### config.mk
export PLATFORM = sky130hd
export DESIGN_NAME = uart_rx_flat
export DESIGN_NICKNAME = d
export VERILOG_FILES = /design/src/rtl/uart_rx_if.sv /design/src/rtl/uart_rx.sv /design/src/flat_wrapper.sv
export SDC_FILE = /design/constraint.sdc
export NUM_CORES = 1
export LEC_CHECK = 0
export ABC_AREA = 1
export CAP_MARGIN = 10
export CORE_ASPECT_RATIO = 0.7
export CORE_UTILIZATION = 50
export DETAILED_ROUTE_END_ITERATION = 10
export GPL_TIMING_DRIVEN = 0
export HOLD_SLACK_MARGIN = 0.08
export PLACE_DENSITY = 0.77
export SLEW_MARGIN = 20
export SYNTH_ARGS = -nofsm -noshare
export SYNTH_HDL_FRONTEND = slang
export SYNTH_SLANG_ARGS = --single-unit
export TNS_END_PERCENT = 30
### constraint.sdc
create_clock -name rx_clk -period 1.4 [get_ports rx_clk]
set_clock_uncertainty 0.15 [all_clocks]
set_input_delay 0.35 -clock rx_clk [delete_from_list [all_inputs] [get_ports rx_clk]]
set_output_delay 0.35 -clock rx_clk [all_outputs]
set_load 0.03 [all_outputs]
### src/rtl/uart_rx_if.sv
// Receive-side bundle of the UART link: serial line in, recovered byte plus status out.
// The receiver uses the slave view; the bench/consumer drives the line through the master view.
interface uart_rx_if;
    logic       rx_serial;
    logic [7:0] rx_data;
    logic       rx_valid;
    logic       rx_parity_err;
    logic       rx_frame_err;
    logic       rx_busy;

    modport master (
        output rx_serial,
        input  rx_data,
        input  rx_valid,
        input  rx_parity_err,
        input  rx_frame_err,
        input  rx_busy
    );

    modport slave (
        input  rx_serial,
        output rx_data,
        output rx_valid,
        output rx_parity_err,
        output rx_frame_err,
        output rx_busy
    );
endinterface

### src/rtl/uart_rx.sv
// Oversampling UART receiver for 8E1 frames.
// Samples each bit once at its centre and reports parity/framing errors with each byte.
module uart_rx #(
    parameter int OVERSAMPLE = 16
) (
    input  logic      rx_clk,
    input  logic      reset,
    uart_rx_if.slave  bus
);

    localparam int CNT_W = $clog2(OVERSAMPLE);
    localparam logic [CNT_W-1:0] HALF_M1 = CNT_W'(OVERSAMPLE / 2 - 1);
    localparam logic [CNT_W-1:0] FULL_M1 = CNT_W'(OVERSAMPLE - 1);

    typedef enum logic [2:0] {
        IDLE,
        START,
        DATA,
        PARITY,
        STOP
    } state_t;

    state_t           state;
    logic [CNT_W-1:0] cnt;
    logic [2:0]       bit_idx;
    logic [7:0]       shift;
    logic             par_err_pend;

    logic             sync1;
    logic             sync2;
    logic             prev;

    logic [7:0]       rx_data_q;
    logic             rx_valid_q;
    logic             rx_parity_err_q;
    logic             rx_frame_err_q;
    logic             rx_busy_q;

    // START waits half a bit to land on the centre; later states wait a full bit from there.
    always_ff @(posedge rx_clk) begin
        if (reset) begin
            sync1           <= 1'b1;
            sync2           <= 1'b1;
            prev            <= 1'b1;
            state           <= IDLE;
            cnt             <= '0;
            bit_idx         <= 3'd0;
            shift           <= 8'h00;
            par_err_pend    <= 1'b0;
            rx_data_q       <= 8'h00;
            rx_valid_q      <= 1'b0;
            rx_parity_err_q <= 1'b0;
            rx_frame_err_q  <= 1'b0;
            rx_busy_q       <= 1'b0;
        end else begin
            sync1      <= bus.rx_serial;
            sync2      <= sync1;
            prev       <= sync2;
            rx_valid_q <= 1'b0;

            case (state)
                IDLE: begin
                    cnt     <= '0;
                    bit_idx <= 3'd0;
                    if (!sync2 && prev) begin
                        state     <= START;
                        rx_busy_q <= 1'b1;
                    end
                end

                START: begin
                    if (cnt == HALF_M1) begin
                        cnt <= '0;
                        if (!sync2) begin
                            state <= DATA;
                        end else begin
                            state     <= IDLE;
                            rx_busy_q <= 1'b0;
                        end
                    end else begin
                        cnt <= cnt + CNT_W'(1);
                    end
                end

                DATA: begin
                    if (cnt == FULL_M1) begin
                        cnt   <= '0;
                        shift <= {sync2, shift[7:1]};
                        if (bit_idx == 3'd7) begin
                            bit_idx <= 3'd0;
                            state   <= PARITY;
                        end else begin
                            bit_idx <= bit_idx + 3'd1;
                        end
                    end else begin
                        cnt <= cnt + CNT_W'(1);
                    end
                end

                PARITY: begin
                    if (cnt == FULL_M1) begin
                        cnt          <= '0;
                        par_err_pend <= sync2 ^ (^shift);
                        state        <= STOP;
                    end else begin
                        cnt <= cnt + CNT_W'(1);
                    end
                end

                // Leaving at mid-stop lets a start bit follow with no idle gap.
                STOP: begin
                    if (cnt == FULL_M1) begin
                        cnt             <= '0;
                        rx_data_q       <= shift;
                        rx_parity_err_q <= par_err_pend;
                        rx_frame_err_q  <= ~sync2;
                        rx_valid_q      <= 1'b1;
                        rx_busy_q       <= 1'b0;
                        state           <= IDLE;
                    end else begin
                        cnt <= cnt + CNT_W'(1);
                    end
                end

                default: begin
                    state     <= IDLE;
                    rx_busy_q <= 1'b0;
                end
            endcase
        end
    end

    assign bus.rx_data       = rx_data_q;
    assign bus.rx_valid      = rx_valid_q;
    assign bus.rx_parity_err = rx_parity_err_q;
    assign bus.rx_frame_err  = rx_frame_err_q;
    assign bus.rx_busy       = rx_busy_q;

endmodule

### src/flat_wrapper.sv
// flat-port wrapper written by rule: the top's interface ports become plain ports
module uart_rx_flat 
#(
    parameter int OVERSAMPLE = 16
)
  (rx_clk, reset, bus_rx_serial, bus_rx_data, bus_rx_valid, bus_rx_parity_err, bus_rx_frame_err, bus_rx_busy);
  uart_rx_if bus_i ();
  input  logic rx_clk;
  input  logic reset;
  input wire logic [$bits(bus_i.rx_serial)-1:0] bus_rx_serial;
  output wire logic [$bits(bus_i.rx_data)-1:0] bus_rx_data;
  output wire logic [$bits(bus_i.rx_valid)-1:0] bus_rx_valid;
  output wire logic [$bits(bus_i.rx_parity_err)-1:0] bus_rx_parity_err;
  output wire logic [$bits(bus_i.rx_frame_err)-1:0] bus_rx_frame_err;
  output wire logic [$bits(bus_i.rx_busy)-1:0] bus_rx_busy;
  assign bus_i.rx_serial = bus_rx_serial;
  assign bus_rx_data = bus_i.rx_data;
  assign bus_rx_valid = bus_i.rx_valid;
  assign bus_rx_parity_err = bus_i.rx_parity_err;
  assign bus_rx_frame_err = bus_i.rx_frame_err;
  assign bus_rx_busy = bus_i.rx_busy;
  uart_rx #(.OVERSAMPLE(OVERSAMPLE)) u_core (.rx_clk(rx_clk), .reset(reset), .bus(bus_i));
endmodule
; Word level (Yosys, flattened, before mapping)
; Index checks and enable logic that the tools add are counted.
[op_classes]
n_addsub = 2
eq_ne = 14
muxes = 20
n_bitwise = 4
reduce_logical = 15
[op_table]
columns = op, n
row1 = two-way mux 3 bit, 8
row2 = case mux 3 bit (5 select lines), 1
row3 = "!= test 2 x 1 -> 1 bit, second input constant", 7
row4 = case mux 4 bit (3 select lines), 1
row5 = two-way mux 4 bit, 2
row6 = AND reduction 2 bit, 4
row7 = parity 8 bit, 1
row8 = "equality test 3 x 2 -> 1 bit, second input constant", 2
row9 = "equality test 3 bit, second input constant", 2
row10 = case mux 3 bit (2 select lines), 1
row11 = AND reduction 6 bit, 1
row12 = two-way mux 1 bit, 5
row13 = AND reduction 5 bit, 1
row14 = "adder 4 x 1 -> 4 bit, second input constant", 1
row15 = "equality test 4 x 3 -> 1 bit, second input constant", 1
row16 = "equality test 4 bit, second input constant", 1
row17 = case mux 1 bit (4 select lines), 1
row18 = OR reduction 2 bit, 2
row19 = "adder 3 x 1 -> 3 bit, second input constant", 1
row20 = "equality test 3 x 1 -> 1 bit, second input constant", 1
row21 = zero test 3 bit, 1
row22 = inverter 1 bit, 3
row23 = nonzero test 3 bit, 1
row24 = OR reduction 3 bit, 1
row25 = other kinds (5), 5
[word_totals]
reg_bits = 34
input_bits = 3
output_inout_bits = 12
word_cells = 68

; Logic depth before layout (Yosys ltp)
; Gate-level depths: netlist (run 1).
[depth]
word_depth = 4
ltp_mapped = 11
mapped_depth_nobuf = 11

; Worst setup path before layout (run 1)
; Ideal clock, no wire load.
[synth_timing]
path_type = register to register
start = register u_core.cnt[0]
end = register u_core.bit_idx[0]
setup_time_ns = 0.067
arrival_ns = 1.237
required_time_ns = 1.183
path_slack_ns = -0.054
path_stages_with_launch = 10
path_buffers = 1
period_less_slack_ns = 1.454
path_cell_list = dfxtp_1 ha_1 nand2_1 inv_2 nand2_2 nor2_2 buf_4 nor2_1 nand2_1 a21oi_2
[synth_between]
elab_chain_cells = 3
[synth_rtl]
columns = element, line
row1 = start: declaration, uart_rx.sv:24  ; logic [CNT_W-1:0] cnt;
row2 = start signal: assignment, uart_rx.sv:81  ; cnt <= cnt + CNT_W'(1);
row3 = start signal: assignment, uart_rx.sv:96  ; cnt <= cnt + CNT_W'(1);
row4 = start signal: assignment, uart_rx.sv:106  ; cnt <= cnt + CNT_W'(1);
row5 = equality test 4 bit, uart_rx.sv:86  ; if (cnt == FULL_M1) begin
row6 = != test 2 x 1 -> 1 bit (no source line), --
row7 = AND reduction 2 bit (no source line), --
row8 = end signal: assignment, uart_rx.sv:93  ; bit_idx <= bit_idx + 3'd1;
row9 = end: declaration, uart_rx.sv:25  ; logic [2:0] bit_idx;
; No other way between the ends.
; A chain may end at the register's enable or synchronous reset.

; Worst setup path in the final report (run 1)
[layout_timing]
start = register u_core.cnt[1]
end = register u_core.rx_busy_q, in the netlist u_core.bus.rx_busy
[layout_between]
elab_chain_cells = 3
elab_cells_between_ends = 5
classes_between = 4 x eq/ne / 1 x reduce/logical
[layout_rtl]
columns = element, line
row1 = equality test 4 bit / equality test 4 x 3 -> 1 bit (equally long branches), "uart_rx.sv:112, uart_rx.sv:72"
row2 = != test 2 x 1 -> 1 bit (no source line), --
row3 = AND reduction 5 bit (no source line) *, --
row4 = end signal: assignment, uart_rx.sv:78  ; rx_busy_q <= 1'b0;
row5 = end signal: assignment, uart_rx.sv:118  ; rx_busy_q <= 1'b0;
row6 = end signal: assignment, uart_rx.sv:127  ; rx_busy_q <= 1'b0;
row7 = end: declaration, uart_rx.sv:37  ; logic rx_busy_q;
; Mark *: on every way between the ends. The rest lies on a longest branch, timed or not.

==> impl_metrics.yaml, run 1 <==
finish:
  antennaDiodeCount: 0
  layout-drive-gt1-share_pct: 24.9
  area_delta_synth_final_pct: 23.7
  final_util_pct: 66.2
  finalInstanceArea_mm2: 0.00188
  nets: 242
  final_cell_count_no_fill: 273
die:
  fp.dieH_um: 48.1
  start_util_pct: 53.5
  dieArea_mm2: 0.00327
  io_pins: 15
  core_area_mm2: 0.00284
  num_rows: 16
  die-width_um: 67.9
setup_path:
  worstPathMaxFanout: 5
  critical_path_required_ns: 1.43
  critical_path_class: "reg -> reg"
  crit_path_end_kind: "register"
  cp-start-kind: "register"
  arrival_ns: 1.51
clock_network:
  cts-hold-fix-buffers: 0
  h-tree-depth: 2
  clock_latency_ns: 0.28
  cts_tree: "yes"
  clock_sinks: 34
  cts.reportedPaths.clkPinSlew_ns: 0.07
  numCtsBuffers: 5
  clk_path_buf_depth: 2
  clockRootBuffer: "clkbuf_8"
global_route:
  antenna_found_initial: 0
  grt_max_degree: 11
  grt_pass1_vias: 1124
  grt.overflow.total: 0
  grt_usage_pct: 22.2
  grt_pass1_wl_um: 5110
placed_design:
  gp_congestion: 0.842
  numPortBuffers: 14
  hpwl_um: 2130
  dp_slack_ns: -0.405
  post_dp_cell_area_mm2: 0.00171
  dpl.cell_count: 263
sta:
  min_period_over_period_pct: 105
  setup_viol: 18
  layout_setup_ws_ns: -0.0757
  rsz0062_at_grt: "true"
  hold_slack_ns: 0.259
  setup_tns_ns: -0.485
  drv_slew: 0
  hold_viol: 0
  max_freq_mhz: 678
  tightest_slew_ns: 0.340
  relSlewSlack_pct: 77.3
  post-route-min-period_ns: 1.48
run_status:
  status: "complete, but fails checks"
  violations: "negative setup slack"
logic_synthesis:
  ys_seq_area_share_pct: 44.8
  synthesis.nets: 219
  syn_avg_cell_area_um2: 7.14
  yosys.area.top_type: "dfxtp_1"
  yosysUniqueCellTypes: 24
  synth_edf_count: 0
  synth_cells: 213
  synth_common_cells: "nand2_1, dfxtp_1, a21oi_1, inv_1, o21ai_0"
  ys_async_sr_fraction_pct: 0
  synth_area_leaders: "dfxtp_1, nand2_1, a21oi_1, o21ai_0, inv_1"
  syn_area_mm2: 0.00152
  ys_ff_latch: 34
  ys.flop_type: "dfxtp_1"
  yosysWarnings: 0
  synth_most_common_cell: "nand2_1"
  netlist.area_leader.share_pct: 44.8
drt:
  first_pass_iters: 4
  vias_per_cell: 4.98
  routed_wl_um: 3250
  dr.first_iter.drc_count: 106
  drc: 0
  routed-via-count: 1359
  ant_nets: 0
  wl_per_cell_um: 11.9
pwr:
  irDropWorstVdd_mv: 0.747
  p_per_area_mw_per_mm2: 1300
  leakage_nw: 0.888
  total_power_mw: 2.45
hold_path:
  hold_class: "reg -> reg"
flow_run:
  cap_violations: 0
power by group:
group          total (mW)  switching [mW]  internal [mW]
sequential           1.09          0.0519           1.04
combinational       0.617           0.398          0.219
clock               0.739           0.343          0.396
cell families after synthesis:
kind of cell / after synthesis / synth area share (%)
DFF: 34 / 44.8
adders and majority gates: 3 / 2.47
and+or+nand+nor: 93 / 26.1
AOI/OAI and AO/OA: 49 / 17.5
buffers and inverters: 34 / 9.14
registers in the layout, summed over array words and instances (netlist names):
register                  cells
u_core.cnt                    4
u_core.bit_idx                3
u_core.shift                  8
u_core.bus.rx_busy            1
u_core.prev                   1
u_core.sync2                  1
u_core.sync1                  1
u_core.state                  3
u_core.bus.rx_valid           1
u_core.bus.rx_data            8
u_core.par_err_pend           1
u_core.bus.rx_parity_err      1
u_core.bus.rx_frame_err       1
critical path: stages, from the launching register on:
cell     delay (ns)
dfxtp_2        0.35
ha_4           0.16
nand2_4        0.07
inv_4          0.09
nand2_8        0.08
nand2_4        0.10
nand4_1        0.09
nor2_2         0.13
nand2_1        0.07
nand2_1        0.07
nor2_2         0.03
cell usage in the layout (no fill, tap or decap), types with 2 or more instances in the layout:
cell | netlist | layout
nand4_1 | 4 | 4
clkdlybuf4s50_1 | 0 | 2
nor2_1 | 16 | 10
ha_1 | 3 | 2
nand2_1 | 53 | 50
buf_2 | 2 | 13
clkbuf_2 | 1 | 2
nand3_1 | 10 | 9
o21ai_0 | 18 | 6
o21ai_1 | 1 | 13
nand2_4 | 0 | 2
nor2_4 | 0 | 6
buf_4 | 2 | 4
a21oi_1 | 24 | 24
inv_1 | 24 | 23
or2_2 | 2 | 2
inv_2 | 3 | 3
dfxtp_2 | 0 | 5
nand2_2 | 3 | 3
nor2_2 | 4 | 4
dfxtp_1 | 34 | 29
clkbuf_8 | 0 | 6
final timing paths:
path | slack, ns | startpoint | cells past startpoint | endpoint
max | -0.08 | u_core.cnt[1]$_SDFFE_PP0P_ | 10 | u_core.bus.rx_busy$_SDFFE_PP0P_
min | 0.26 | u_core.sync1$_SDFF_PP1_ | 1 | u_core.sync2$_SDFF_PP1_
max reg2reg | -0.08 | u_core.cnt[1]$_SDFFE_PP0P_ | 10 | u_core.bus.rx_busy$_SDFFE_PP0P_
min reg2reg | 0.26 | u_core.sync1$_SDFF_PP1_ | 1 | u_core.sync2$_SDFF_PP1_
timing repair:
| action | in CTS | in global routing |
|---|---|---|
| pin swaps | 8 | 5 |
| endpoints found under the setup margin | 41 | 31 |
| hold endpoints to repair | 0 | 0 |
| setup buffers | 2 | 0 |
| resized for setup | 79 | 28 |
cell type report:
class                   count  area [µm²]
inverters                  27         104
clock inverters             1        5.00
repair buffers             16        95.1
well taps                  36        45.0
flip-flops and latches     34         687
fillers                   252         962
multi-input cells         145         802
clock buffers               7        86.3
plain buffers               7        56.3
layer usage:
layer | routed length (µm) | track usage [%]
met5 | 0 | 0
met4 | 36 | 8.75
met3 | 181 | 7.01
met2 | 1280 | 30.3
met1 | 1750 | 32.2
(Power assumes the default switching activity.)
==> run 2: changes to the inputs <==
- CORE_MARGIN: default -> 3
==> run 2 against run 1 <==
The run still ends with negative setup slack left. Critical endpoint is now u_core.bit_idx[2]$_SDFFE_PP0P_. First-iteration DRC count fell by 7.5%. Combinational power rose by 22%. Highest routed layer unchanged. Global-route usage fell by 0.72 points. Register-to-register slack got worse by 0.03 ns. Total power rose by 10%. Worst hold slack improved by 0.0014 ns. Flip-flop and latch count did not move. Clock power rose by 16%. Routed wire length rose by 21%. Critical path depth fell by 1.
==> impl_metrics.yaml, run 2 (synthesized netlist as in run 1, its figures left out) <==
run_status:
  status: "complete, but fails checks"
  violations: "negative setup slack"
pwr:
  leakage_nw: 0.947
  p_per_area_mw_per_mm2: 1340
  total_power_mw: 2.70
  irDropWorstVdd_mv: 0.855
setup_path:
  r2r_setup_slack_ns: -0.11
  crit_path_end_kind: "register"
  r2r-start: "u_core.cnt[0]$_SDFFE_PP0P_"
  arrival_ns: 1.51
  critical_path_required_ns: 1.40
  r2r_cells: 9
  crit_path_start: "u_core.cnt[0]$_SDFFE_PP0P_"
  critical_path_class: "reg -> reg"
  worst_r2r_endpoint: "u_core.bit_idx[2]$_SDFFE_PP0P_"
  cp-start-kind: "register"
  worstPathMaxFanout: 5
clock_network:
  numCtsBuffers: 5
  cts_tree: "yes"
  cts-hold-fix-buffers: 0
  cts.reportedPaths.clkPinSlew_ns: 0.07
  h-tree-depth: 2
  clock_latency_ns: 0.29
  clockRootBuffer: "clkbuf_8"
  clock_sinks: 34
  clk_path_buf_depth: 2
global_route:
  grt_pass1_wl_um: 5990
  grt_pass1_vias: 1323
  antenna_found_initial: 0
  grt.overflow.total: 0
  grt_max_degree: 11
  grt_usage_pct: 21.4
finish:
  fillers: 247
  area_delta_synth_final_pct: 32.3
  final_util_pct: 70.8
  final_cell_mix: "nand2_1, dfxtp_1, inv_1, a21oi_1, buf_2"
  layout-drive-gt1-share_pct: 28.9
  final_common_cell: "nand2_1"
  final_cell_count_no_fill: 282
  nets: 251
  antennaDiodeCount: 0
  finalInstanceArea_mm2: 0.00201
die:
  io_pins: 15
  fp.dieH_um: 52.1
  num_rows: 16
  start_util_pct: 53.5
  dieArea_mm2: 0.00375
  core_area_mm2: 0.00284
  die-width_um: 71.9
placed_design:
  dpl.cell_count: 263
  post_dp_cell_area_mm2: 0.00171
  gp_congestion: 0.846
  hpwl_um: 2260
  numPortBuffers: 14
sta:
  setup_viol: 27
  relSlewSlack_pct: 64.5
  layout_setup_ws_ns: -0.109
  hold_viol: 0
  setup_tns_ns: -2.15
  rsz0062_at_grt: "true"
  drv_slew: 0
  tightest_slew_ns: 0.533
  post-route-min-period_ns: 1.51
  max_freq_mhz: 663
  min_period_over_period_pct: 108
drt:
  routed-via-count: 1471
  drc: 0
  routed_wl_um: 3930
  ant_nets: 0
  wl_per_cell_um: 13.9
  first_pass_iters: 4
  dr.first_iter.drc_count: 98
  vias_per_cell: 5.22
hold_path:
  whs_endpoint: "u_core.sync2$_SDFF_PP1_"
  hold_class: "reg -> reg"
  hold_depth: 1
  min-delay-start: "u_core.sync1$_SDFF_PP1_"
flow_run:
  cap_violations: 0
-- run 2: cell types whose count changed in the layout (fill, tap and decap cells not counted), moves of 2 or more --
cell	previous run	this run
clkbuf_8	6	8
a21oi_1	24	22
buf_4	4	10
a21oi_2	1	3
-- run 2: worst max path at each step --
stage,to,slack [ns],cells after the start
6_report,u_core.bit_idx[2]$_SDFFE_PP0P_,-0.11,9
5_1_grt,u_core.bus.rx_busy$_SDFFE_PP0P_,-0.21,9
4_1_cts,u_core.bus.rx_busy$_SDFFE_PP0P_,-0.07,10
3_5_place_dp,u_core.shift[3]$_SDFFE_PP0P_,-0.38,5
3_3_place_gp,u_core.bus.rx_data[7]$_SDFFE_PP0P_,-0.41,5
2_1_floorplan,u_core.bus.rx_parity_err$_SDFFE_PP0P_,0.004,9
-- run 2: stage by stage --
step | worst slack (ns) | hold WS, ns
4_1_cts | -0.0747 | 0.265
6_report | -0.109 | 0.261
3_5_place_dp | -0.376 | 0.249
2_1_floorplan | 0.00366 | 0.239
5_1_grt | -0.213 | 0.283
3_3_place_gp | -0.405 | 0.242
-- run 2: what timing repair did --
item                       4_1_cts  5_1_grt
pin swaps                        9        9
gates cloned                     0        2
buffers inserted                 5        4
gates resized for setup         85       27
setup endpoints to repair       40       31
-- run 2: layout make-up --
| type | instances | area [µm²] | area share (%) |
|---|---|---|---|
| repair buffers | 25 | 193 | 9.58 |
| multi-input cells | 145 | 816 | 40.5 |
| clock buffers | 8 | 110 | 5.47 |
| flip-flops and latches | 34 | 686 | 34.1 |
| plain buffers | 7 | 58.8 | 2.92 |
| inverters | 27 | 104 | 5.16 |
| well taps | 36 | 45.0 | 2.24 |
-- run 2: worst max-delay path, cell delays in order (launching register included) --
cell and delay [ns]:
dfxtp_2 0.35, ha_4 0.16, nand2_4 0.07, inv_4 0.09, nand2_8 0.08, nor2_4 0.17, buf_6 0.15, nor2_4 0.04
nand2_1 0.05, a21oi_1 0.05
-- run 2: layer usage --
metal | global-route usage, % | up-vias | share of wire, %
li1 | - | 751 | -
met1 | 28.6 | 661 | 47
met3 | 5.41 | 12 | 6.2
met5 | 0 | - | 0
met4 | 12.2 | 0 | 2.5
met2 | 31.6 | 47 | 45
-- run 2: where the power goes --
| part | leakage (nW) | total (mW) | switching (mW) | internal (mW) |
|---|---|---|---|---|
| Sequential | 0.277 | 1.10 | 0.0597 | 1.04 |
| Clock | 0.0575 | 0.854 | 0.358 | 0.496 |
| Combinational | 0.612 | 0.752 | 0.451 | 0.301 |
==> run 3: changes to the inputs <==
- SLEW_MARGIN: 20 -> default
==> results of run 3 <==
The final DEF is identical to that of run 2; final timing and power are the same.
